--- config.mk ---
export PLATFORM = sky130hd
export DESIGN_NAME = seg_display_ctrl_flat
export DESIGN_NICKNAME = d
export VERILOG_FILES = /design/src/rtl/seg_display_ctrl_if.sv /design/src/rtl/seg_display_ctrl.sv /design/src/flat_wrapper.sv
export SDC_FILE = /design/constraint.sdc
export NUM_CORES = 1
export LEC_CHECK = 0
export ABC_AREA = 1
export CAP_MARGIN = 15
export CORE_MARGIN = 2
export CORE_UTILIZATION = 60
export CTS_CLUSTER_SIZE = 14
export DETAILED_ROUTE_END_ITERATION = 12
export PLACE_DENSITY = 0.8
export SETUP_SLACK_MARGIN = 0.2
export SYNTH_ARGS = -nofsm -noshare
export SYNTH_HDL_FRONTEND = slang
export SYNTH_SLANG_ARGS = --single-unit
--- constraint.sdc ---
create_clock -name clk -period 6.47 [get_ports clk]
set_clock_uncertainty 0.2 [all_clocks]
set_input_delay 1.6175 -clock clk [delete_from_list [all_inputs] [get_ports clk]]
set_output_delay 1.6175 -clock clk [all_outputs]
set_load 0.03 [all_outputs]
--- src/rtl/seg_display_ctrl_if.sv ---
// ---------------------------------------------------------------------------
// seg_display_ctrl_if
// Value-input handshake bundle for seg_display_ctrl.
//   in_valid  : source offers a new value (held until accepted)
//   in_ready  : controller can accept a value
//   in_value  : 20-bit unsigned value to display
//   dp_mask   : per-digit decimal point enable, bit i = digit i
//   lzb_en    : leading-zero blanking enable
// master = value source, slave = display controller.
// ---------------------------------------------------------------------------
interface seg_display_ctrl_if;
  logic        in_valid;
  logic        in_ready;
  logic [19:0] in_value;
  logic [5:0]  dp_mask;
  logic        lzb_en;

  modport master (output in_valid, in_value, dp_mask, lzb_en, input in_ready);
  modport slave  (input in_valid, in_value, dp_mask, lzb_en, output in_ready);
endinterface

--- src/rtl/seg_display_ctrl.sv ---
// ---------------------------------------------------------------------------
// seg_display_ctrl
// Converts a 20-bit binary value into six active-low 7-segment patterns
// {dp,g,f,e,d,c,b,a} using a 20-cycle shift-add-3 conversion, with
// leading-zero blanking, per-digit decimal points, overflow dashes
// (value > 999999) and whole-display blinking.
// Ports:
//   clk, rst_n          : clock, asynchronous active-low reset
//   in_bus (slave)      : in_valid/in_ready handshake, in_value, dp_mask, lzb_en
//   blink_en            : live blink enable
//   done                : one-cycle pulse in the cycle the patterns update
//   seg_data0..seg_data5: digit patterns, seg_data0 = rightmost digit
// ---------------------------------------------------------------------------
module seg_display_ctrl #(
  parameter int CLK_FRE   = 50000000,
  parameter int BLINK_FRE = 2
) (
  input  logic                clk,
  input  logic                rst_n,
  seg_display_ctrl_if.slave   in_bus,
  input  logic                blink_en,
  output logic                done,
  output logic [7:0]          seg_data0,
  output logic [7:0]          seg_data1,
  output logic [7:0]          seg_data2,
  output logic [7:0]          seg_data3,
  output logic [7:0]          seg_data4,
  output logic [7:0]          seg_data5
);

  localparam int HALF_PERIOD = CLK_FRE / (BLINK_FRE * 2);
  localparam int CNT_W       = (HALF_PERIOD > 1) ? $clog2(HALF_PERIOD) : 1;

  typedef enum logic [1:0] {IDLE, CONV, ENCODE} state_t;

  state_t      state, state_nxt;
  logic [4:0]  bit_cnt;
  logic        accept;

  logic [19:0] bin_p0;
  logic [23:0] bcd_p0;
  logic [23:0] bcd_adj;
  logic [43:0] conv_next;
  logic [5:0]  dp_p0;
  logic        lzb_p0;
  logic        ovf_p0;

  logic [7:0]  pat      [6];
  logic [7:0]  stored   [6];
  logic [7:0]  seg_p1   [6];

  logic [3:0]  dig;
  logic        above_zero;
  logic        blank;
  logic [6:0]  seg7;

  logic [CNT_W-1:0] blink_cnt;
  logic             phase_on;

  // Active-low a..g pattern for one decimal digit.
  function automatic logic [6:0] digit_to_seg(input logic [3:0] d);
    case (d)
      4'd0:    digit_to_seg = 7'h40;
      4'd1:    digit_to_seg = 7'h79;
      4'd2:    digit_to_seg = 7'h24;
      4'd3:    digit_to_seg = 7'h30;
      4'd4:    digit_to_seg = 7'h19;
      4'd5:    digit_to_seg = 7'h12;
      4'd6:    digit_to_seg = 7'h02;
      4'd7:    digit_to_seg = 7'h78;
      4'd8:    digit_to_seg = 7'h00;
      4'd9:    digit_to_seg = 7'h10;
      default: digit_to_seg = 7'h3f;
    endcase
  endfunction

  // Double-dabble correction: every nibble >= 5 gets +3 before the shift.
  function automatic logic [23:0] add3_all(input logic [23:0] b);
    logic [23:0] r;
    r = b;
    for (int i = 0; i < 6; i++) begin
      if (r[4*i +: 4] >= 4'd5) r[4*i +: 4] = r[4*i +: 4] + 4'd3;
    end
    return r;
  endfunction

  assign in_bus.in_ready = (state == IDLE);
  assign accept          = in_bus.in_valid && (state == IDLE);

  always_comb begin
    state_nxt = state;
    case (state)
      IDLE:    if (accept) state_nxt = CONV;
      CONV:    if (bit_cnt == 5'd0) state_nxt = ENCODE;
      ENCODE:  state_nxt = IDLE;
      default: state_nxt = IDLE;
    endcase
  end

  always_ff @(posedge clk or negedge rst_n) begin
    if (!rst_n) begin
      state   <= IDLE;
      bit_cnt <= 5'd0;
      done    <= 1'b0;
    end else begin
      state <= state_nxt;
      done  <= (state == ENCODE);
      if (accept)             bit_cnt <= 5'd19;
      else if (state == CONV) bit_cnt <= bit_cnt - 5'd1;
    end
  end

  // ---- stage p0: operand latch and serial conversion ----
  assign bcd_adj   = add3_all(bcd_p0);
  assign conv_next = {bcd_adj, bin_p0} << 1;

  always_ff @(posedge clk) begin
    if (accept) begin
      bin_p0 <= in_bus.in_value;
      bcd_p0 <= 24'd0;
      dp_p0  <= in_bus.dp_mask;
      lzb_p0 <= in_bus.lzb_en;
      ovf_p0 <= (in_bus.in_value > 20'd999999);
    end else if (state == CONV) begin
      {bcd_p0, bin_p0} <= conv_next;
    end
  end

  // Walk from the top digit down; a digit is blanked while it and every
  // digit above it are zero. Digit 0 is never blanked.
  always_comb begin
    above_zero = 1'b1;
    dig        = 4'd0;
    blank      = 1'b0;
    seg7       = 7'h7f;
    for (int i = 5; i >= 0; i--) begin
      dig = bcd_p0[4*i +: 4];
      if (dig != 4'd0) above_zero = 1'b0;
      blank = lzb_p0 && above_zero && (i != 0);
      if (ovf_p0)     seg7 = 7'h3f;
      else if (blank) seg7 = 7'h7f;
      else            seg7 = digit_to_seg(dig);
      pat[i] = {~dp_p0[i], seg7};
    end
  end

  // ---- stage p1: stored patterns and blink-gated outputs ----
  always_ff @(posedge clk or negedge rst_n) begin
    if (!rst_n) begin
      blink_cnt <= '0;
      phase_on  <= 1'b1;
    end else if (blink_cnt == CNT_W'(HALF_PERIOD - 1)) begin
      blink_cnt <= '0;
      phase_on  <= ~phase_on;
    end else begin
      blink_cnt <= blink_cnt + 1'b1;
    end
  end

  // Outputs take the fresh pattern directly in ENCODE so they change on the
  // same edge that raises done, rather than one cycle after the store.
  always_ff @(posedge clk or negedge rst_n) begin
    if (!rst_n) begin
      for (int i = 0; i < 6; i++) begin
        stored[i] <= 8'hff;
        seg_p1[i] <= 8'hff;
      end
    end else begin
      for (int i = 0; i < 6; i++) begin
        if (state == ENCODE) stored[i] <= pat[i];
        if (blink_en && !phase_on) seg_p1[i] <= 8'hff;
        else if (state == ENCODE)  seg_p1[i] <= pat[i];
        else                       seg_p1[i] <= stored[i];
      end
    end
  end

  assign seg_data0 = seg_p1[0];
  assign seg_data1 = seg_p1[1];
  assign seg_data2 = seg_p1[2];
  assign seg_data3 = seg_p1[3];
  assign seg_data4 = seg_p1[4];
  assign seg_data5 = seg_p1[5];

endmodule

--- src/flat_wrapper.sv ---
// flat-port wrapper written by rule: the top's interface ports become plain ports
module seg_display_ctrl_flat 
#(
  parameter int CLK_FRE   = 50000000,
  parameter int BLINK_FRE = 2
)
  (clk, rst_n, blink_en, done, seg_data0, seg_data1, seg_data2, seg_data3, seg_data4, seg_data5, in_bus_in_valid, in_bus_in_value, in_bus_dp_mask, in_bus_lzb_en, in_bus_in_ready);
  seg_display_ctrl_if in_bus_i ();
  input  logic clk;
  input  logic rst_n;
  input  logic blink_en;
  output logic done;
  output logic [7:0] seg_data0;
  output logic [7:0] seg_data1;
  output logic [7:0] seg_data2;
  output logic [7:0] seg_data3;
  output logic [7:0] seg_data4;
  output logic [7:0] seg_data5;
  input wire logic [$bits(in_bus_i.in_valid)-1:0] in_bus_in_valid;
  input wire logic [$bits(in_bus_i.in_value)-1:0] in_bus_in_value;
  input wire logic [$bits(in_bus_i.dp_mask)-1:0] in_bus_dp_mask;
  input wire logic [$bits(in_bus_i.lzb_en)-1:0] in_bus_lzb_en;
  output wire logic [$bits(in_bus_i.in_ready)-1:0] in_bus_in_ready;
  assign in_bus_i.in_valid = in_bus_in_valid;
  assign in_bus_i.in_value = in_bus_in_value;
  assign in_bus_i.dp_mask = in_bus_dp_mask;
  assign in_bus_i.lzb_en = in_bus_lzb_en;
  assign in_bus_in_ready = in_bus_i.in_ready;
  seg_display_ctrl #(.CLK_FRE(CLK_FRE), .BLINK_FRE(BLINK_FRE)) u_core (.clk(clk), .rst_n(rst_n), .in_bus(in_bus_i), .blink_en(blink_en), .done(done), .seg_data0(seg_data0), .seg_data1(seg_data1), .seg_data2(seg_data2), .seg_data3(seg_data3), .seg_data4(seg_data4), .seg_data5(seg_data5));
endmodule
==> results.ini <==
[detailed_routing]
drc_errors = 0
vias = 7631
drt_iter0_drc = 466
drt_pass1_iterations = 5
ant_nets = 0
vias_per_cell = 5.15
routedWlPerCell_um = 12.7
wl_mm = 18.9

[clock_tree]
post_cts_buffers = 0
htreeDepth = 1
ctsHoldBuffers = 0
cts_root_buf = clkbuf_16
clockBufferDepth = 3
cts_resized = 0
cts_made_buffers = 23
clock_latency_ns = 0.51
cts_tree = done
clk_pin_slew_ns = 0.06
cts_sinks = 223

[final_layout]
drive_gt1_share_pct = 15.1
finalCoreUtilization_pct = 72.1
diodes = 0
final_cell_mix = 306 x nand2_1, 170 x inv_1, 97 x dfstp_2
layout.nets = 1325
fillers = 1255
layout_commonest_cell = nand2_1
final-instance-count-excl-fill = 1481
syn_to_final_growth_pct = 17.1

[global_routing]
antenna_found_initial = 0
grt_start_max_net_pins = 64
grt_overflow = 0
grt_usage_pct = 21.5
grt_pass1_wl_mm = 32.3
grt_pass1_vias = 7205

[timing]
rsz0062_at_grt = false
period_share_pct = 60.2
tightest_slew_ns = 0.742
fmax_mhz = 257
setup_violations = 0
setup-tns-final_ns = 0
slew_headroom_pct = 50.5
drv_slew = 0
hold_violations = 0
finalCriticalPeriod_ns = 3.90

[power_and_ir_drop]
power.density_nw_per_um2 = 495
swShare_pct = 39.4
peakVddDrop_mv = 0.362
p_switching_w = 0.00233
p_leak_nw = 5.69
p_seq_share_pct = 36.0
intPower_w = 0.00358
power.share.clock_pct = 22.0
pwr-share-comb_pct = 42.0

[placement]
dp_cells = 1438
numPortBuffers = 80
dp_hpwl_mm = 12.9
gp_congestion = 0.891

[yosys]
seq_area_frac_synth_pct = 54.0
yosysTopAreaCell = dfstp_2
synth_warnings = 0
yosysUniqueCellTypes = 43
syn_nets = 1240
async_reset_ff_share_pct = 57.8
netlist_instances = 1159
synth_area_leaders = dfstp_2 25%, dfxtp_1 13%, nand2_1 11%
synth.top_cell.area_share_pct = 25.0
synth_ff_type = dfstp_2
syn_avg_cell_area_um2 = 8.81
ys_seq_elements = 223
synth_edf_count = 28
synth_area_um2 = 10200

[hold_path]
hold_path_class = reg2reg

[run]
max_cap_viol_count = 0

[worst_setup_path]
arrival_ns = 4.09
worstPathMaxFanout = 41
worst_setup_path_end_kind = flip-flop
cp-start-kind = input pin
required_ns = 6.67
crit_type = in2reg
regToRegSetupSlack_ns = 3.63

[floorplanning]
core_area_um2 = 16600
die_height_um = 134
io_pins = 81
start_util_pct = 61.6
dieArea_um2 = 18100
die_w_um = 134
num_rows = 47

[status]
outcome = complete, no violations

through the flow:
stage | power [W] | cell area, um^2 | setup WS (ns) | hold WS, ns
6_report | 0.00592 | 12000 | 2.57 | 0.234
5_1_grt | 0.00642 | 12000 | 2.37 | 0.250
4_1_cts | 0.00594 | 11900 | 2.59 | 0.234
3_5_place_dp | 0.00460 | 11200 | 2.06 | 0.226
3_3_place_gp | 0.00450 | 11200 | 2.15 | 0.212
2_1_floorplan | 0.00407 | 10200 | 3.40 | 0.205
routing by layer:
layer	part of all wire, %	routed length, um	up-vias	GRT usage, %
met5	0	0	-	0
met4	2.1	390	0	6.37
met3	4.7	878	33	3.21
met2	48	9080	169	36.8
met1	45	8520	3577	28.6
li1	-	-	3852	-
power by group through the flow:
stage	Combinational (W)	Sequential, W	Clock, W
after floorplan	0.00188	0.00219	0
after CTS	0.00249	0.00213	0.00133
final	0.00248	0.00213	0.00130
after global placement	0.00236	0.00214	0
after detailed placement	0.00246	0.00215	0
after global routing	0.00286	0.00217	0.00139
layout make-up:
class | count | area (um^2) | area share [%]
multi-input cells | 729 | 3860 | 32.3
repair buffers | 85 | 856 | 7.16
clock inverters | 11 | 113 | 0.942
flip-flops and latches | 223 | 5510 | 46.1
clock buffers | 31 | 637 | 5.33
inverters | 182 | 696 | 5.82
well taps | 220 | 275 | 2.30
critical path, cell delays in order:
cell and delay [ns]:
clkdlybuf4s50_1 0.45, nand2_4 0.37, inv_4 0.23, nor2_8 0.33
nand2_1 0.11, o21ai_1 0.25, inv_1 0.15, ha_1 0.23
nand3b_1 0.17, nand3_1 0.10, nand2_1 0.05
cells in the mapped netlist, types with 2 or more instances:
cell type	number
inv_4	5
dfxtp_1	66
edfxtp_1	28
nand2_1	306
dfrtp_1	32
dfstp_2	97
nor2_1	81
xor2_1	8
o21ai_1	3
nand2_2	20
buf_6	3
inv_1	170
nand2_4	10
a21oi_2	3
ha_1	50
nor3_1	8
clkbuf_1	13
inv_2	7
nand3_1	93
o211a_1	2
nor4_1	2
a21o_1	3
o21ai_0	67
o22ai_1	9
nor2_4	3
o211ai_1	16
nand3b_1	6
o32ai_1	6
a21oi_1	9
buf_2	6
nor2_2	2
nand4_1	12
o221ai_1	3
worst paths after layout:
check | startpoint | cells past startpoint | endpoint
worst max-delay path | in_bus_in_valid | 11 | flip-flop
worst min-delay path | u_core.dp_p0[3] | 1 | u_core.stored[23]
worst max register to register | u_core.state[0] | 11 | flip-flop
worst min register to register | u_core.dp_p0[3] | 1 | u_core.stored[23]
max in group asynchronous | rst_n | 2 | u_core.blink_cnt[12]
min in group asynchronous | rst_n | 1 | u_core.state[1]
cells by family (layout without fill, tap and decap cells):
logic type,after synthesis,count (layout),share of synthesized area (%)
AOI/OAI and AO/OA,125,125,7.35
xor gates and xnor gates,8,8,0.686
adders and majority gates,50,50,6.13
buffers and inverters,207,309,8.17
DFF,223,223,54.0
and+or+nand+nor,546,546,23.7
Note: power is estimated with default switching activity, not from simulation.
